[src/rtl/acc_pkg.sv]
// Shared types and helpers for the multi-lane accumulator: FSM states, accumulator width
// and the signed/unsigned clamp bounds used when ACC_SAT_EN is defined.
package acc_pkg;

   typedef enum logic [1:0] {
      IDLE,
      ACC,
      DONE
   } state_t;

   // Accumulator width that cannot overflow for max_len samples of width bits.
   function automatic int unsigned acc_width(input int unsigned width,
                                             input int unsigned max_len);
      return width + $clog2(max_len + 1);
   endfunction

   function automatic longint sat_hi(input int unsigned out_w, input logic is_signed);
      return is_signed ? (longint'(1) <<< (out_w - 1)) - longint'(1)
                       : (longint'(1) <<< out_w) - longint'(1);
   endfunction

   function automatic longint sat_lo(input int unsigned out_w, input logic is_signed);
      return is_signed ? -(longint'(1) <<< (out_w - 1)) : longint'(0);
   endfunction

endpackage

[src/rtl/acc_lane.sv]
// One accumulator lane: extend, accumulate, map to OUT_W and capture the result on load.
// Clamping of narrow outputs is built only when ACC_SAT_EN is defined; otherwise it wraps.
module acc_lane
   import acc_pkg::*;
#(
   parameter int unsigned WIDTH = 8,
   parameter int unsigned AW    = 13,
   parameter int unsigned OUT_W = 13
) (
   input  logic             clk,
   input  logic             rst_n,
   input  logic             clear,
   input  logic             add,
   input  logic             load,
   input  logic             signed_mode,
   input  logic [WIDTH-1:0] sample,
   output logic [OUT_W-1:0] res,
   output logic             clamp
);

   logic [AW-1:0]    acc_q, acc_d, ext;
   logic [OUT_W-1:0] mapped;

   assign ext = {{(AW - WIDTH){signed_mode & sample[WIDTH-1]}}, sample};

   always_comb begin
      acc_d = acc_q;
      if (clear) begin
         acc_d = '0;
      end else if (add) begin
         acc_d = acc_q + ext;
      end
   end

   generate
      if (OUT_W > AW) begin : g_wide
         assign mapped = {{(OUT_W - AW){signed_mode & acc_d[AW-1]}}, acc_d};
         assign clamp  = 1'b0;
      end else if (OUT_W == AW) begin : g_same
         assign mapped = acc_d;
         assign clamp  = 1'b0;
      end else begin : g_narrow
`ifdef ACC_SAT_EN
         longint acc_s, hi, lo, clamped;
         logic   unused_clamped;

         always_comb begin
            acc_s   = signed_mode ? longint'($signed(acc_d)) : longint'({1'b0, acc_d});
            hi      = sat_hi(OUT_W, signed_mode);
            lo      = sat_lo(OUT_W, signed_mode);
            clamped = acc_s;
            clamp   = 1'b0;
            if (acc_s > hi) begin
               clamped = hi;
               clamp   = 1'b1;
            end else if (acc_s < lo) begin
               clamped = lo;
               clamp   = 1'b1;
            end
         end

         assign mapped         = clamped[OUT_W-1:0];
         assign unused_clamped = ^clamped[63:OUT_W];
`else
         logic unused_acc_hi;

         assign mapped        = acc_d[OUT_W-1:0];
         assign clamp         = 1'b0;
         assign unused_acc_hi = ^acc_d[AW-1:OUT_W];
`endif
      end
   endgenerate

   always_ff @(posedge clk or negedge rst_n) begin
      if (!rst_n) begin
         acc_q <= '0;
         res   <= '0;
      end else begin
         acc_q <= acc_d;
         if (load) begin
            res <= mapped;
         end
      end
   end

endmodule

[src/rtl/acc_multi.sv]
// CH-lane runtime-length accumulator with valid/ready input and held valid/ready result.
// Define ACC_SAT_EN to clamp lanes (and raise sat) when OUT_W is narrower than the accumulator.
module acc_multi
   import acc_pkg::*;
#(
   parameter int unsigned WIDTH   = 32,
   parameter int unsigned MAX_LEN = 16,
   parameter int unsigned CH      = 4,
   parameter int unsigned OUT_W   = WIDTH + $clog2(MAX_LEN + 1)
) (
   input  logic                         clk,
   input  logic                         rst_n,
   input  logic                         start,
   input  logic [$clog2(MAX_LEN+1)-1:0] len,
   input  logic                         signed_mode,
   input  logic                         in_valid,
   output logic                         in_ready,
   input  logic [CH*WIDTH-1:0]          in_data,
   output logic                         out_valid,
   input  logic                         out_ready,
   output logic [CH*OUT_W-1:0]          out_data,
   output logic                         busy,
   output logic                         cal_done,
   output logic                         sat
);

   localparam int unsigned AW = acc_width(WIDTH, MAX_LEN);
   localparam int unsigned LW = $clog2(MAX_LEN + 1);
   localparam logic [LW-1:0] MAX_CNT = LW'(MAX_LEN);

   state_t        state;
   logic [LW-1:0] remaining;
   logic [LW-1:0] eff_len;
   logic          mode_q;
   logic          start_ok, accept, last_beat, load;
   logic [CH-1:0] clamp;

   assign eff_len   = (len > MAX_CNT) ? MAX_CNT : len;
   assign start_ok  = (state == IDLE) & start;
   assign accept    = in_valid & in_ready;
   assign last_beat = accept & (remaining == LW'(1));
   // Capture the result on the edge that enters DONE, so it appears with out_valid.
   assign load      = (start_ok & (len == '0)) | last_beat;

   for (genvar c = 0; c < CH; c++) begin : g_lane
      acc_lane #(
         .WIDTH (WIDTH),
         .AW    (AW),
         .OUT_W (OUT_W)
      ) u_lane (
         .clk         (clk),
         .rst_n       (rst_n),
         .clear       (start_ok),
         .add         (accept),
         .load        (load),
         .signed_mode (mode_q),
         .sample      (in_data[c*WIDTH +: WIDTH]),
         .res         (out_data[c*OUT_W +: OUT_W]),
         .clamp       (clamp[c])
      );
   end

   always_ff @(posedge clk or negedge rst_n) begin
      if (!rst_n) begin
         state     <= IDLE;
         remaining <= '0;
         mode_q    <= 1'b0;
         in_ready  <= 1'b0;
         out_valid <= 1'b0;
         busy      <= 1'b0;
         cal_done  <= 1'b0;
         sat       <= 1'b0;
      end else begin
         cal_done <= 1'b0;
         if (load) begin
            sat <= |clamp;
         end
         unique case (state)
            IDLE: begin
               if (start) begin
                  mode_q    <= signed_mode;
                  remaining <= eff_len;
                  busy      <= 1'b1;
                  if (len == '0) begin
                     state     <= DONE;
                     out_valid <= 1'b1;
                     cal_done  <= 1'b1;
                  end else begin
                     state    <= ACC;
                     in_ready <= 1'b1;
                  end
               end
            end
            ACC: begin
               if (accept) begin
                  remaining <= remaining - 1'b1;
                  if (remaining == LW'(1)) begin
                     state     <= DONE;
                     in_ready  <= 1'b0;
                     out_valid <= 1'b1;
                     cal_done  <= 1'b1;
                  end
               end
            end
            DONE: begin
               if (out_ready) begin
                  state     <= IDLE;
                  out_valid <= 1'b0;
                  busy      <= 1'b0;
               end
            end
            default: state <= IDLE;
         endcase
      end
   end

endmodule

[config.mk]
export PLATFORM = sky130hd
export DESIGN_NAME = acc_multi
export DESIGN_NICKNAME = d
export VERILOG_FILES = /design/src/rtl/acc_pkg.sv /design/src/rtl/acc_lane.sv /design/src/rtl/acc_multi.sv
export SDC_FILE = /design/constraint.sdc
export NUM_CORES = 1
export LEC_CHECK = 0
export ABC_AREA = 0
export BUFFER_PORTS_ARGS = -buffer_cell sky130_fd_sc_hd__buf_2
export CAP_MARGIN = 5
export CORE_UTILIZATION = 28
export CTS_CLUSTER_DIAMETER = 60
export CTS_CLUSTER_SIZE = 8
export DETAILED_ROUTE_END_ITERATION = 10
export HOLD_SLACK_MARGIN = 0.06
export PLACE_DENSITY_LB_ADDON = 0.15
export SLEW_MARGIN = 25
export SYNTH_ARGS = -nofsm -noshare
export SYNTH_HDL_FRONTEND = slang
export SYNTH_SLANG_ARGS = --single-unit
[constraint.sdc]
create_clock -name clk -period 6.95 [get_ports clk]
set_clock_uncertainty 0.15 [all_clocks]
set_input_delay 0.695 -clock clk [delete_from_list [all_inputs] [get_ports clk]]
set_output_delay 0.695 -clock clk [all_outputs]
set_load 0.005 [all_outputs]
* After elaboration in Yosys (flattened, before gate mapping)
Cells that the tools add are included.
** Cells by class
- Reductions and logical operators :: 11
- Bitwise gates (word level) :: 9
- Add/sub/neg operators :: 5
- $lt $le $gt $ge :: 1
- Equal/unequal tests :: 9
- Muxes and demuxes :: 36
** Operators by type and width (count)
- 37-bit two-way mux :: 8
- 37-bit adder :: 4
- 5-bit two-way mux :: 3
- 1-bit two-way mux :: 14
- 2-bit two-way mux :: 5
- 2-bit != test, second input constant :: 5
- 5-bit case mux with 2 select lines :: 1
- 1-bit bitwise AND :: 8
- 1-bit case mux with 2 select lines :: 3
- 2-bit case mux with 3 select lines :: 1
- 3-bit AND reduction :: 2
- 6-bit AND reduction :: 1
- 5-bit by 1-bit equality test with 1-bit output, second input constant :: 1
- 5-bit > comparator, second input constant :: 1
- 5-bit zero test :: 1
- 5-bit AND reduction :: 1
- 5-bit by 1-bit subtractor with 5-bit output, second input constant :: 1
- 4-bit AND reduction :: 1
- 2-bit nonzero test :: 2
- 1-bit case mux with 3 select lines :: 1
- 3-bit nonzero test :: 1
- 2-bit by 1-bit equality test with 1-bit output, second input constant :: 1
- 2-bit equality test, second input constant :: 1
- 2-bit zero test :: 1
- 3 further kinds :: 3
** Word-level totals
- Register bits after elaboration :: 308
- Bits of input ports :: 139
- Output and inout port bits :: 153
- Logic and storage cells :: 86

* Logic depth before layout (Yosys ltp)
Gate-level depths: netlist of run 1.
- Depth in word-level cells :: 4
- Gate-level depth with buffers :: 13
- Gate-level depth less buffers :: 13

* Hierarchy
From an unflattened synthesis of run 1, not the netlist that was laid out.
** Unflattened totals
- Cells, all modules :: 2305
- Area, all modules :: 21237.9 µm²
** Modules (own cells, without submodules)
- acc_lane at g_lane[2].u_lane ... :: times used 2, area each 5236.3 µm², sequential area each 1851.8 µm², cells an instance 569
- acc_lane at g_lane[0].u_lane ... :: times used 2, area each 4997.3 µm², sequential area each 1851.8 µm², cells an instance 541
- acc_multi :: times used 1, area each 770.7 µm², sequential area each 325.3 µm², cells an instance 85

* Least setup slack after synthesis of run 1
OpenSTA, ideal clock, no wires.
- Kind :: input-to-reg
- Start :: input in_data[0]
- End :: register g_lane[0].u_lane.res[36]
- Stages on the path :: 13
- Path buffers :: 0
- Path slack :: 3350 ps
- Arrival time :: 3329 ps
- Library setup time :: 121 ps
- Data required time :: 6679 ps
- Cell sequence :: ha_1 > fa_1 > a21o_1 > a21oi_1 > o21bai_1 > a21oi_1 > o21a_1 > o31ai_1 > a211oi_1 > nor2_2 > a211oi_1 > xnor3_1 > a22o_1
** Between the ends
- Word-level cells in the longest chain between the ends :: 3
** RTL lines
- start, declared :: line acc_multi.sv:18 : input logic [CH*WIDTH-1:0] in_data,
- 37-bit adder :: line acc_lane.sv:31 : acc_d = acc_q + ext;
- 37-bit two-way mux :: line acc_lane.sv:30 : end else if (add) begin
- 37-bit two-way mux :: line acc_lane.sv:28 : if (clear) begin
- end signal, assigned :: line acc_lane.sv:81 : res <= mapped;
- end, declared :: line acc_lane.sv:17 : output logic [OUT_W-1:0] res,
No other way between the ends.
A chain may end at the register's enable or synchronous reset.

* Worst setup path after layout of run 1
- Start :: register g_lane[1].u_lane.acc_q[0]
- End :: register g_lane[1].u_lane.acc_q[36]
** Between the ends
- Word-level cells in the longest chain between the ends :: 3
** RTL lines
- start, declared :: line acc_lane.sv:21 : logic [AW-1:0] acc_q, acc_d, ext;
- start signal, assigned :: line acc_lane.sv:76 : acc_q <= '0;
- start signal, assigned :: line acc_lane.sv:79 : acc_q <= acc_d;
- 37-bit adder :: line acc_lane.sv:31
- 37-bit two-way mux :: line acc_lane.sv:30
- 37-bit two-way mux :: line acc_lane.sv:28
- net g_lane[1].u_lane.acc_d[36] :: line acc_lane.sv:21
The timed path passes the listed nets, and every way through them passes these cells.

==> flow_metrics.py, run 1 <==
metrics = {
    "logic_synthesis": {
        "synth_compound_area_share_pct": 23.3,
        "ys_ff_latch": 308,
        "synthArstFlopShare_pct": 100,
        "avgSynthCellArea_um2": 9.05,
        "synthCells": 2110,
        "syn-num-nets": 2399,
        "synth_top_family_by_area": "compound AO/OA/AOI/OAI gates",
        "synth-xor-area-share_pct": 6.22,
        "synth_cell_types": 84,
        "synthSimpleGateAreaFrac_pct": 14.7,
        "synthesis.area_um2": 19100,
        "synth-edff-count": 0,
        "synth_ff_type": "dfrtp_1",
        "synthAdderAreaFrac_pct": 9.98,
        "synthMuxAreaShare_pct": 2.55,
        "synth_warnings": 0,
        "synth_seq_area_share_pct": 40.4,
    },
    "placed_design": {
        "gp_congestion": 0.842,
        "hpwl_um": 43700,
        "place_inst": 3182,
        "portBuffers": 290,
    },
    "final_layout": {
        "regArea_um2": 7710,
        "mostFrequentLayoutCells": "nand2_1, dfrtp_1, buf_2",
        "fillers": 7007,
        "syn2layout_area_growth_pct": 20.0,
        "final_cells": 3259,
        "multi_input_area_um2": 10900,
        "final_nets": 2652,
        "drive_gt1_share_pct": 18.5,
        "mostFrequentLayoutCell": "nand2_1",
    },
    "cts": {
        "clockBufferDepth": 3,
        "cts_setup_buffers": 0,
        "cts_buffers": 51,
        "clock_latency_ns": 0.59,
        "cts_resized": 0,
        "cts_max_level": 2,
        "clkSlewWorstSetupHoldPaths_ns": 0.06,
        "cts_tree": "built",
        "cts.sinks": 308,
        "cts_root_buffer": "clkbuf_16",
    },
    "timing": {
        "fmax_mhz": 266,
        "setup_viol": 0,
        "post-route-min-period_ns": 3.76,
        "tightest_slew_ns": 0.982,
        "slew_headroom_pct": 34.4,
        "totalNegativeSetupSlack_ns": 0,
        "rsz0062_at_grt": "no",
        "min_period_over_period_pct": 54.1,
        "finalHoldViolCount": 0,
        "maxSlewViolCount": 0,
    },
    "critical_path": {
        "path_delay_family": "compound AO/OA/AOI/OAI gates",
        "required_ns": 7.24,
        "cp-end-kind": "register",
        "worst_ep_arrival_time_ns": 4.06,
        "crit_path_start_kind": "register",
        "worstPathCellList": "ha_1, fa_1, a21oi_1, o21ai_1, a2111oi_2, nor3_1, o221ai_2, o311ai_1, o21ai_2, mux2i_1, a21oi_1, xnor2_1, nor2_1",
        "crit_top_cell": "a21oi_1",
        "slowest_delay_ns": 0.59,
        "worstSetupPathType": "register to register",
        "path_buf_inv": 0,
        "cp_slowest_cell": "a2111oi_2",
        "crit_fanout": 3,
    },
    "floorplan": {
        "start_util_pct": 28.4,
        "core-area_um2": 67300,
        "ios": 292,
        "die_h_um": 263,
        "die_area_um2": 69300,
        "rows": 95,
        "die_w_um": 263,
    },
    "power": {
        "internal_power_mw": 5.71,
        "powerDensity_nw_per_um2": 412,
        "irDropWorstVdd_mv": 0.211,
        "swShare_pct": 39.5,
        "p_sw_mw": 3.73,
        "p_leak_nw": 11.5,
        "power.share.clock_pct": 25.3,
        "combPwrFrac_pct": 44.9,
        "power_frac_seq_pct": 29.8,
    },
    "grt": {
        "grt_pass1_vias": 17100,
        "grt_max_degree": 127,
        "grt_pass1_wl_um": 97600,
        "grtUsageTotal_pct": 17.6,
        "grt_antenna_before_repair": 10,
        "grt.overflow.total": 0,
    },
    "routing": {
        "first_pass_iters": 5,
        "detail_route.wl_per_cell_um": 18.8,
        "drt.antenna.violating_nets": 0,
        "vias": 16600,
        "remaining_drc_errors": 0,
        "first_iter_violations": 877,
        "viasPerCell": 5.09,
        "finalWirelength_um": 61300,
    },
    "outcome": {
        "status": "completed",
    },
    "hold_path": {
        "hold_path_class": "input port to register",
    },
    "run": {
        "drv_cap": 0,
    },
}
## sequential cells by signal, summed over array words and instances, names as in the netlist
name                 flops
busy                     1
cal_done                 1
g_lane.u_lane.acc_q    148
g_lane.u_lane.res      148
in_ready                 1
mode_q                   1
out_valid                1
remaining                5
state                    2
## synth_stat cells, types with 7 or more instances
cell      count  area share (%)
a211oi_1     12            0.47
a21o_1       88             3.5
a21oi_1     268             7.0
a22o_1       55             2.5
a311oi_1      7            0.32
a31oi_1      15            0.49
and2_1       12            0.39
and3_1       20            0.66
buf_1        10            0.20
clkbuf_1     88             1.7
dfrtp_1     308              40
ha_1        146             9.6
inv_1        30            0.59
mux2_2       37             2.2
mux2i_1       7            0.37
nand2_1     313             6.2
nand2b_1     18            0.59
nand3_1      45             1.2
nand4_1      17            0.56
nor2_1      133             2.6
nor2b_1      20            0.66
nor3_1       27            0.71
o211ai_1      8            0.31
o21a_1       14            0.55
o21ai_0     118             3.1
o21ai_1       9            0.24
o21bai_1     11            0.43
o31ai_1      40             1.6
xnor2_1      88             4.0
xor2_1       45             2.1
## power groups by stage
stage | Clock, mW | Combinational [mW] | Sequential [mW]
6_report | 2.39 | 4.24 | 2.81
3_3_place_gp | 0 | 4.21 | 2.82
4_1_cts | 2.48 | 4.27 | 2.82
5_1_grt | 2.54 | 4.78 | 2.89
3_5_place_dp | 0 | 4.24 | 2.84
2_1_floorplan | 0 | 3.09 | 2.75
## metrics by stage
step,total power [mW],cell area [um^2],setup WS (ns),util (%),hold slack (ns)
2_1_floorplan,5.84,19100,3.35,-,0.249
3_3_place_gp,7.03,21400,2.76,31.8,0.310
3_5_place_dp,7.08,21400,2.74,31.8,0.315
4_1_cts,9.56,22900,3.15,34.1,0.162
5_1_grt,10.2,22900,2.90,34.1,0.182
6_report,9.45,22900,3.19,34.1,0.215
## what timing repair did
item,4_1_cts,5_1_grt
setup endpoints to repair,0,0
hold endpoints to repair,67,0
hold buffers,1,0
## layout make-up
cell class | instances | share of cell area (%)
multi-input cells | 1665 | 47.4
inverters | 30 | 0.491
clock inverters | 15 | 0.868
clock buffers | 59 | 5.79
flip-flops and latches | 308 | 33.6
diodes | 2 | 0.0218
well taps | 873 | 4.77
repair buffers | 307 | 7.00
## worst reg2reg max path: stages, from the launching register on
cell and delay (ns):
dfrtp_1 0.38, ha_1 0.21, fa_1 0.41, a21oi_1 0.22, o21ai_1 0.12, a2111oi_2 0.59, nor3_1 0.20, o221ai_2 0.29
o311ai_1 0.21, o21ai_2 0.22, mux2i_1 0.26, a21oi_1 0.11, xnor2_1 0.18, nor2_1 0.05
## routing by layer
metal | track usage [%] | up-vias | wire [um]
met5 | 0 | - | 115
met4 | 4.47 | 16 | 1250
met3 | 4.04 | 87 | 3490
met2 | 29.5 | 388 | 29000
met1 | 22.6 | 8030 | 27400
li1 | - | 8079 | -
## kinds of logic (layout without fill, tap and decap cells)
kind of cell / Yosys count / count (layout)
compound gates: 701 / 701
xor+xnor: 134 / 134
fa+ha+maj: 150 / 150
buf+inv: 137 / 411
flops: 308 / 308
mux: 44 / 44
other cells: 1 / 3
simple gates: 635 / 635
## worst paths after layout
check                           slack [ns]                      start  cells after the start                          to
worst max-delay path                  3.19  g_lane[1].u_lane.acc_q[0]                     13  g_lane[1].u_lane.acc_q[36]
worst min-delay path                  0.21                signed_mode                      3                      mode_q
worst max register to register        3.19  g_lane[1].u_lane.acc_q[0]                     13  g_lane[1].u_lane.acc_q[36]
worst min register to register        0.32    g_lane[0].u_lane.res[5]                      2     g_lane[0].u_lane.res[5]
max in group asynchronous             4.76                      rst_n                      3   g_lane[0].u_lane.acc_q[5]
min in group asynchronous             0.54                      rst_n                      2   g_lane[3].u_lane.acc_q[8]
No activity file was read; power rests on OpenSTA's default activity.
==> inputs of run 2 (changes only) <==
==> constraint.sdc (replaced) <==
create_clock -name clk -period 3.4 [get_ports clk]
set_clock_uncertainty 0.15 [all_clocks]
set_input_delay 0.34 -clock clk [delete_from_list [all_inputs] [get_ports clk]]
set_output_delay 0.34 -clock clk [all_outputs]
set_load 0.005 [all_outputs]
==> run 2 against run 1 <==
Routed wire length grew 3.0%. Critical path depth increased by 3. Die area unchanged. Power rose by 120%. Global-route usage is 0.41 points higher. Setup slack worse by 3.1 ns. Via count increased by 3.3%. First-iteration DRC count shrank 12%. Combinational power increased by 130%. Clock power increased by 100%. Hold slack worse by 0.12 ns. Critical endpoint is now g_lane[0].u_lane.res[36]. Largest power group unchanged.
==> flow_metrics.py, run 2 (synthesis results as in run 1) <==
metrics = {
    "final_layout": {
        "reg_top3": "g_lane.u_lane.acc_q x148, g_lane.u_lane.res x148, remaining x5",
        "final_nets": 2786,
        "postLayoutCellArea_um2": 24400,
        "fin_util_pct": 36.3,
        "mostFrequentLayoutCells": "nand2_1, dfrtp_1, buf_2",
        "mostFrequentLayoutCell": "nand2_1",
        "syn2layout_area_growth_pct": 27.9,
        "drive_gt1_share_pct": 24.3,
    },
    "timing": {
        "slew_headroom_pct": 55.0,
        "min_period_over_period_pct": 96.2,
        "maxSlewViolCount": 0,
        "setup_viol": 0,
        "rsz0062_at_grt": "yes",
        "fmax_mhz": 306,
        "finalHoldViolCount": 0,
        "post-route-min-period_ns": 3.27,
        "tightest_slew_ns": 0.667,
    },
    "power": {
        "p_leak_nw": 12.3,
        "powerDensity_nw_per_um2": 835,
        "irDropWorstVdd_mv": 0.334,
    },
    "placed_design": {
        "portBuffers": 290,
        "placed_area_um2": 22300,
        "hpwl_um": 45300,
        "gp_congestion": 0.952,
    },
    "routing": {
        "viasPerCell": 5.05,
        "met3WireLength_um": 3160,
        "drt.antenna.violating_nets": 0,
        "highest_layer": "met5",
        "remaining_drc_errors": 0,
        "vias": 17100,
        "dr_wl_met2_um": 29700,
        "first_iter_violations": 770,
        "finalWirelength_um": 63200,
        "first_pass_iters": 5,
        "detail_route.wl_per_cell_um": 18.6,
        "wl_met1_um": 29100,
    },
    "floorplan": {
        "rows": 95,
        "die_h_um": 263,
        "start_util_pct": 28.4,
        "die_w_um": 263,
        "core-area_um2": 67300,
        "ios": 292,
        "die_area_um2": 69300,
    },
    "cts": {
        "cts_max_level": 2,
        "clkSlewWorstSetupHoldPaths_ns": 0.05,
        "clockBufferDepth": 3,
        "cts_buffers": 50,
        "cts.sinks": 308,
        "cts_tree": "built",
        "clock_latency_ns": 0.59,
        "cts_root_buffer": "clkbuf_16",
    },
    "grt": {
        "grt.overflow.total": 0,
        "grt_pass1_vias": 17600,
        "grt_antenna_before_repair": 8,
        "grt_max_degree": 90,
        "grtUsageTotal_pct": 18.0,
        "grt_pass1_wl_um": 99500,
    },
    "hold_path": {
        "worstHoldPathCells": 4,
        "min_from": "in_data[96]",
        "hold_path_class": "input port to register",
        "hold_path_end": "g_lane[3].u_lane.acc_q[0]",
    },
    "run": {
        "drv_cap": 0,
    },
    "outcome": {
        "status": "completed",
    },
    "critical_path": {
        "cp-end-kind": "register",
        "required_ns": 3.72,
        "crit_fanout": 2,
        "r2r.worst_path.cells": 14,
        "r2r-start": "g_lane[1].u_lane.acc_q[0]",
        "crit_path_start_kind": "input port",
        "r2r_slack_ns": 0.13,
        "r2r_end": "g_lane[1].u_lane.acc_q[36]",
        "startpoint": "in_data[0]",
        "worst_ep_arrival_time_ns": 3.59,
        "worstSetupPathType": "input port to register",
    },
}
-- run 2: critical path, cell delays in order --
cell and delay [ns]:
dlygate4sd3_1 0.53, buf_2 0.12, ha_2 0.19, fa_2 0.38, a21o_1 0.22, a21oi_2 0.16
o21bai_1 0.11, a21oi_1 0.18, o21a_1 0.19, o31ai_2 0.11, a211oi_2 0.25, buf_4 0.15
nor2_2 0.04, a211oi_2 0.19, xnor3_1 0.23, a22o_1 0.20
-- run 2: what timing repair did --
| action | 4_1_cts | 5_1_grt |
|---|---|---|
| gates resized for setup | 12 | 60 |
| endpoints found under the setup margin | 22 | 67 |
| setup buffers | 12 | 5 |
| hold endpoints to repair | 85 | 0 |
| pin swaps | 11 | 35 |
| hold buffers | 14 | 0 |
-- run 2: worst max-delay path by stage --
stage / endpoint / slack, ns / cells past startpoint
after floorplan: g_lane[0].u_lane.res[36] / 0.14 / 13
after global placement: g_lane[2].u_lane.acc_q[34] / -0.26 / 14
after detailed placement: g_lane[2].u_lane.acc_q[34] / -0.26 / 14
after CTS: g_lane[1].u_lane.res[36] / 0.0003 / 14
after global routing: g_lane[1].u_lane.acc_q[36] / -0.04 / 14
final: g_lane[0].u_lane.res[36] / 0.13 / 16
-- run 2: where the power goes --
group          leakage, nW  total [mW]  switching (mW)  internal [mW]
registers             4.18        5.72           0.785           4.94
logic                 7.39        9.87            5.39           4.48
clock network        0.741        4.82            1.82           3.00
-- run 2: through the flow --
step           hold slack, ns  power [mW]  cells  worst slack (ns)  TNS, ns
6_report               0.0916        20.4   3393             0.129        0
5_1_grt                 0.116        22.0   3392           -0.0351  -0.0790
4_1_cts                0.0602        20.3   3387          0.000310        0
3_5_place_dp            0.215        15.2   3287            -0.263    -3.08
3_3_place_gp            0.213        15.1   3287            -0.256    -2.03
2_1_floorplan          -0.106        11.9   2110             0.141        0
-- run 2: area by class of cell --
| class | instances | area [um^2] |
|---|---|---|
| diodes | 1 | 2.50 |
| clock inverters | 7 | 98.8 |
| fillers | 6856 | 42800 |
| well taps | 873 | 1090 |
| inverters | 30 | 113 |
| multi-input cells | 1665 | 11200 |
| flip-flops and latches | 308 | 7710 |
| clock buffers | 67 | 1420 |
| repair buffers | 442 | 2800 |
-- run 2: metal layers --
metal | global-route usage, % | vias up
met3 | 3.85 | 85
met4 | 4.30 | 12
li1 | - | 8367
met5 | 0 | -
met2 | 30.0 | 360
met1 | 23.6 | 8320
==> inputs of run 3 (changes only) <==
--- a/config.mk
+++ b/config.mk
@@ -8,7 +8,7 @@
 export ABC_AREA = 0
 export BUFFER_PORTS_ARGS = -buffer_cell sky130_fd_sc_hd__buf_2
 export CAP_MARGIN = 5
-export CORE_UTILIZATION = 28
+export CORE_UTILIZATION = 53
 export CTS_CLUSTER_DIAMETER = 60
 export CTS_CLUSTER_SIZE = 8
 export DETAILED_ROUTE_END_ITERATION = 10
==> run 3 against run 2 <==
Routed wire length is 14% lower. Cell count shrank 14%. First-iteration DRC count rose by 25%. Clock power fell by 15%. Design area decreased by 5.6%. Power decreased by 6.2%. Hold slack lost 0.014 ns. Critical path depth shrank 2. Sequential power hardly changed. Critical path type is now register to register. Largest cell class unchanged. Largest power group unchanged. Highest routed layer unchanged.
==> flow_metrics.py, run 3 (synthesis results as in run 1) <==
metrics = {
    "outcome": {
        "status": "completed",
    },
    "cts": {
        "cts_tree": "built",
        "clkSlewWorstSetupHoldPaths_ns": 0.05,
        "cts_max_level": 2,
        "clock_latency_ns": 0.56,
        "clockBufferDepth": 3,
        "cts_buffers": 46,
        "cts_root_buffer": "clkbuf_16",
        "cts.sinks": 308,
    },
    "final_layout": {
        "final_nets": 2726,
        "reg_top3": "g_lane.u_lane.acc_q x148, g_lane.u_lane.res x148, remaining x5",
        "drive_gt1_share_pct": 21.6,
        "mostFrequentLayoutCells": "nand2_1, dfrtp_1, buf_2",
        "syn2layout_area_growth_pct": 20.7,
        "mostFrequentLayoutCell": "nand2_1",
    },
    "run": {
        "drv_cap": 0,
    },
    "placed_design": {
        "portBuffers": 290,
        "hpwl_um": 38000,
        "gp_congestion": 1.02,
    },
    "critical_path": {
        "cp-end-kind": "register",
        "worstSetupPathType": "register to register",
        "required_ns": 3.67,
        "crit_top_cell": "o21ai_2",
        "crit_fanout": 3,
        "worst_ep_arrival_time_ns": 3.63,
        "cp_slowest_cell": "fa_2",
        "path_buf_inv": 1,
        "slowest_delay_ns": 0.42,
        "worstPathCellList": "ha_4, fa_2, a21oi_4, o21ai_2, a2111oi_2, buf_4, nor3_4, o221ai_4, o311ai_4, o21ai_2, mux2i_2, a21oi_2, xnor2_1, nor2_1",
        "crit_path_start_kind": "register",
        "path_delay_family": "compound AO/OA/AOI/OAI gates",
    },
    "floorplan": {
        "die_h_um": 192,
        "die_area_um2": 36800,
        "start_util_pct": 53.8,
        "ios": 292,
        "rows": 69,
        "die_w_um": 192,
        "core-area_um2": 35500,
    },
    "grt": {
        "grt_antenna_before_repair": 9,
        "grt_pass1_vias": 16900,
        "grt_max_degree": 121,
        "grtUsageTotal_pct": 29.6,
        "grt.overflow.total": 0,
        "grt_pass1_wl_um": 86800,
    },
    "routing": {
        "finalWirelength_um": 54300,
        "viasPerCell": 5.89,
        "vias": 17200,
        "first_iter_violations": 959,
        "remaining_drc_errors": 0,
        "drt.antenna.violating_nets": 0,
        "first_pass_iters": 5,
        "detail_route.wl_per_cell_um": 18.7,
    },
    "hold_path": {
        "hold_path_class": "input port to register",
    },
    "power": {
        "powerDensity_nw_per_um2": 830,
        "irDropWorstVdd_mv": 0.510,
        "power.total_mw": 19.2,
        "p_leak_nw": 11.9,
    },
    "timing": {
        "holdWs_ns": 0.0776,
        "tightest_slew_ns": 0.894,
        "post-route-min-period_ns": 3.36,
        "maxSlewViolCount": 0,
        "setup_viol": 0,
        "slew_headroom_pct": 40.3,
        "rsz0062_at_grt": "yes",
        "finalHoldViolCount": 0,
        "min_period_over_period_pct": 98.7,
        "fmax_mhz": 298,
    },
}
[run 3: cell count changes in the layout (fill, tap and decap cells not counted), moves of 3 or more]
cell / change
clkbuf_8: -6
clkbuf_1: -3
o31ai_1: +3
buf_4: -50
o21ai_2: -3
clkbuf_16: -4
ha_1: +3
o21ai_0: +4
diode_2: +4
buf_12: -3
dlygate4sd3_1: -3
[run 3: path summary, 6_finish.rpt]
path	from	end	slack (ns)	cells after the start
setup / recovery	g_lane[1].u_lane.acc_q[0]	g_lane[1].u_lane.acc_q[36]	0.04	14
hold / removal	in_data[64]	g_lane[2].u_lane.acc_q[0]	0.08	4
setup reg to reg	g_lane[1].u_lane.acc_q[0]	g_lane[1].u_lane.acc_q[36]	0.04	14
hold reg to reg	g_lane[3].u_lane.res[28]	g_lane[3].u_lane.res[28]	0.32	2
max in group asynchronous	rst_n	g_lane[1].u_lane.res[28]	1.88	3
min in group asynchronous	rst_n	g_lane[3].u_lane.res[9]	0.25	2
[run 3: final cells by class]
class	instances	area, um^2
fill	3004	12400
multi-input combinational	1665	11100
sequential	308	7710
timing repair buffer	386	2330
clock buffer	54	1220
tap	461	577
inverter	30	113
clock inverter	4	26.3
antenna	5	12.5
[run 3: power breakdown]
part | switching (mW) | internal (mW)
registers | 0.776 | 4.94
clock network | 1.62 | 2.48
logic | 5.15 | 4.18
[run 3: worst register-to-register path: stages, from the launching register on]
cell and delay [ns]:
dfrtp_1 0.40, ha_4 0.18, fa_2 0.42, a21oi_4 0.18, o21ai_2 0.10, a2111oi_2 0.31, buf_4 0.21, nor3_4 0.06
o221ai_4 0.27, o311ai_4 0.13, o21ai_2 0.20, mux2i_2 0.26, a21oi_2 0.09, xnor2_1 0.20, nor2_1 0.06
[run 3: per-layer routing]
metal  wire [um]  track usage, %  share of wire (%)
met5          48               0              0.088
met4        1670            11.1                3.1
met3        3850            6.41                7.1
met2       25100            47.4                 46
met1       23600            39.0                 44
[run 3: per-stage QoR]
step                area [um^2]  setup TNS (ns)  std cells  worst slack [ns]  util, %
floorplan                 19100               0       2110             0.141        -
detailed placement        21500          -0.763       2834            -0.144     60.5
global route              23100          -0.233       2910            -0.104     65.0
global placement          21500          -0.419       2834            -0.116     60.5
CTS                       22800               0       2904            0.0219     64.4
finish                    23100               0       2913            0.0430     65.0
[run 3: timing repair]
action | 4_1_cts | 5_1_grt
hold endpoints to repair | 97 | 0
pin swaps | 1 | 31
resized for setup | 4 | 40
endpoints found under the setup margin | 8 | 58
setup buffers | 1 | 4
hold buffers | 11 | 0
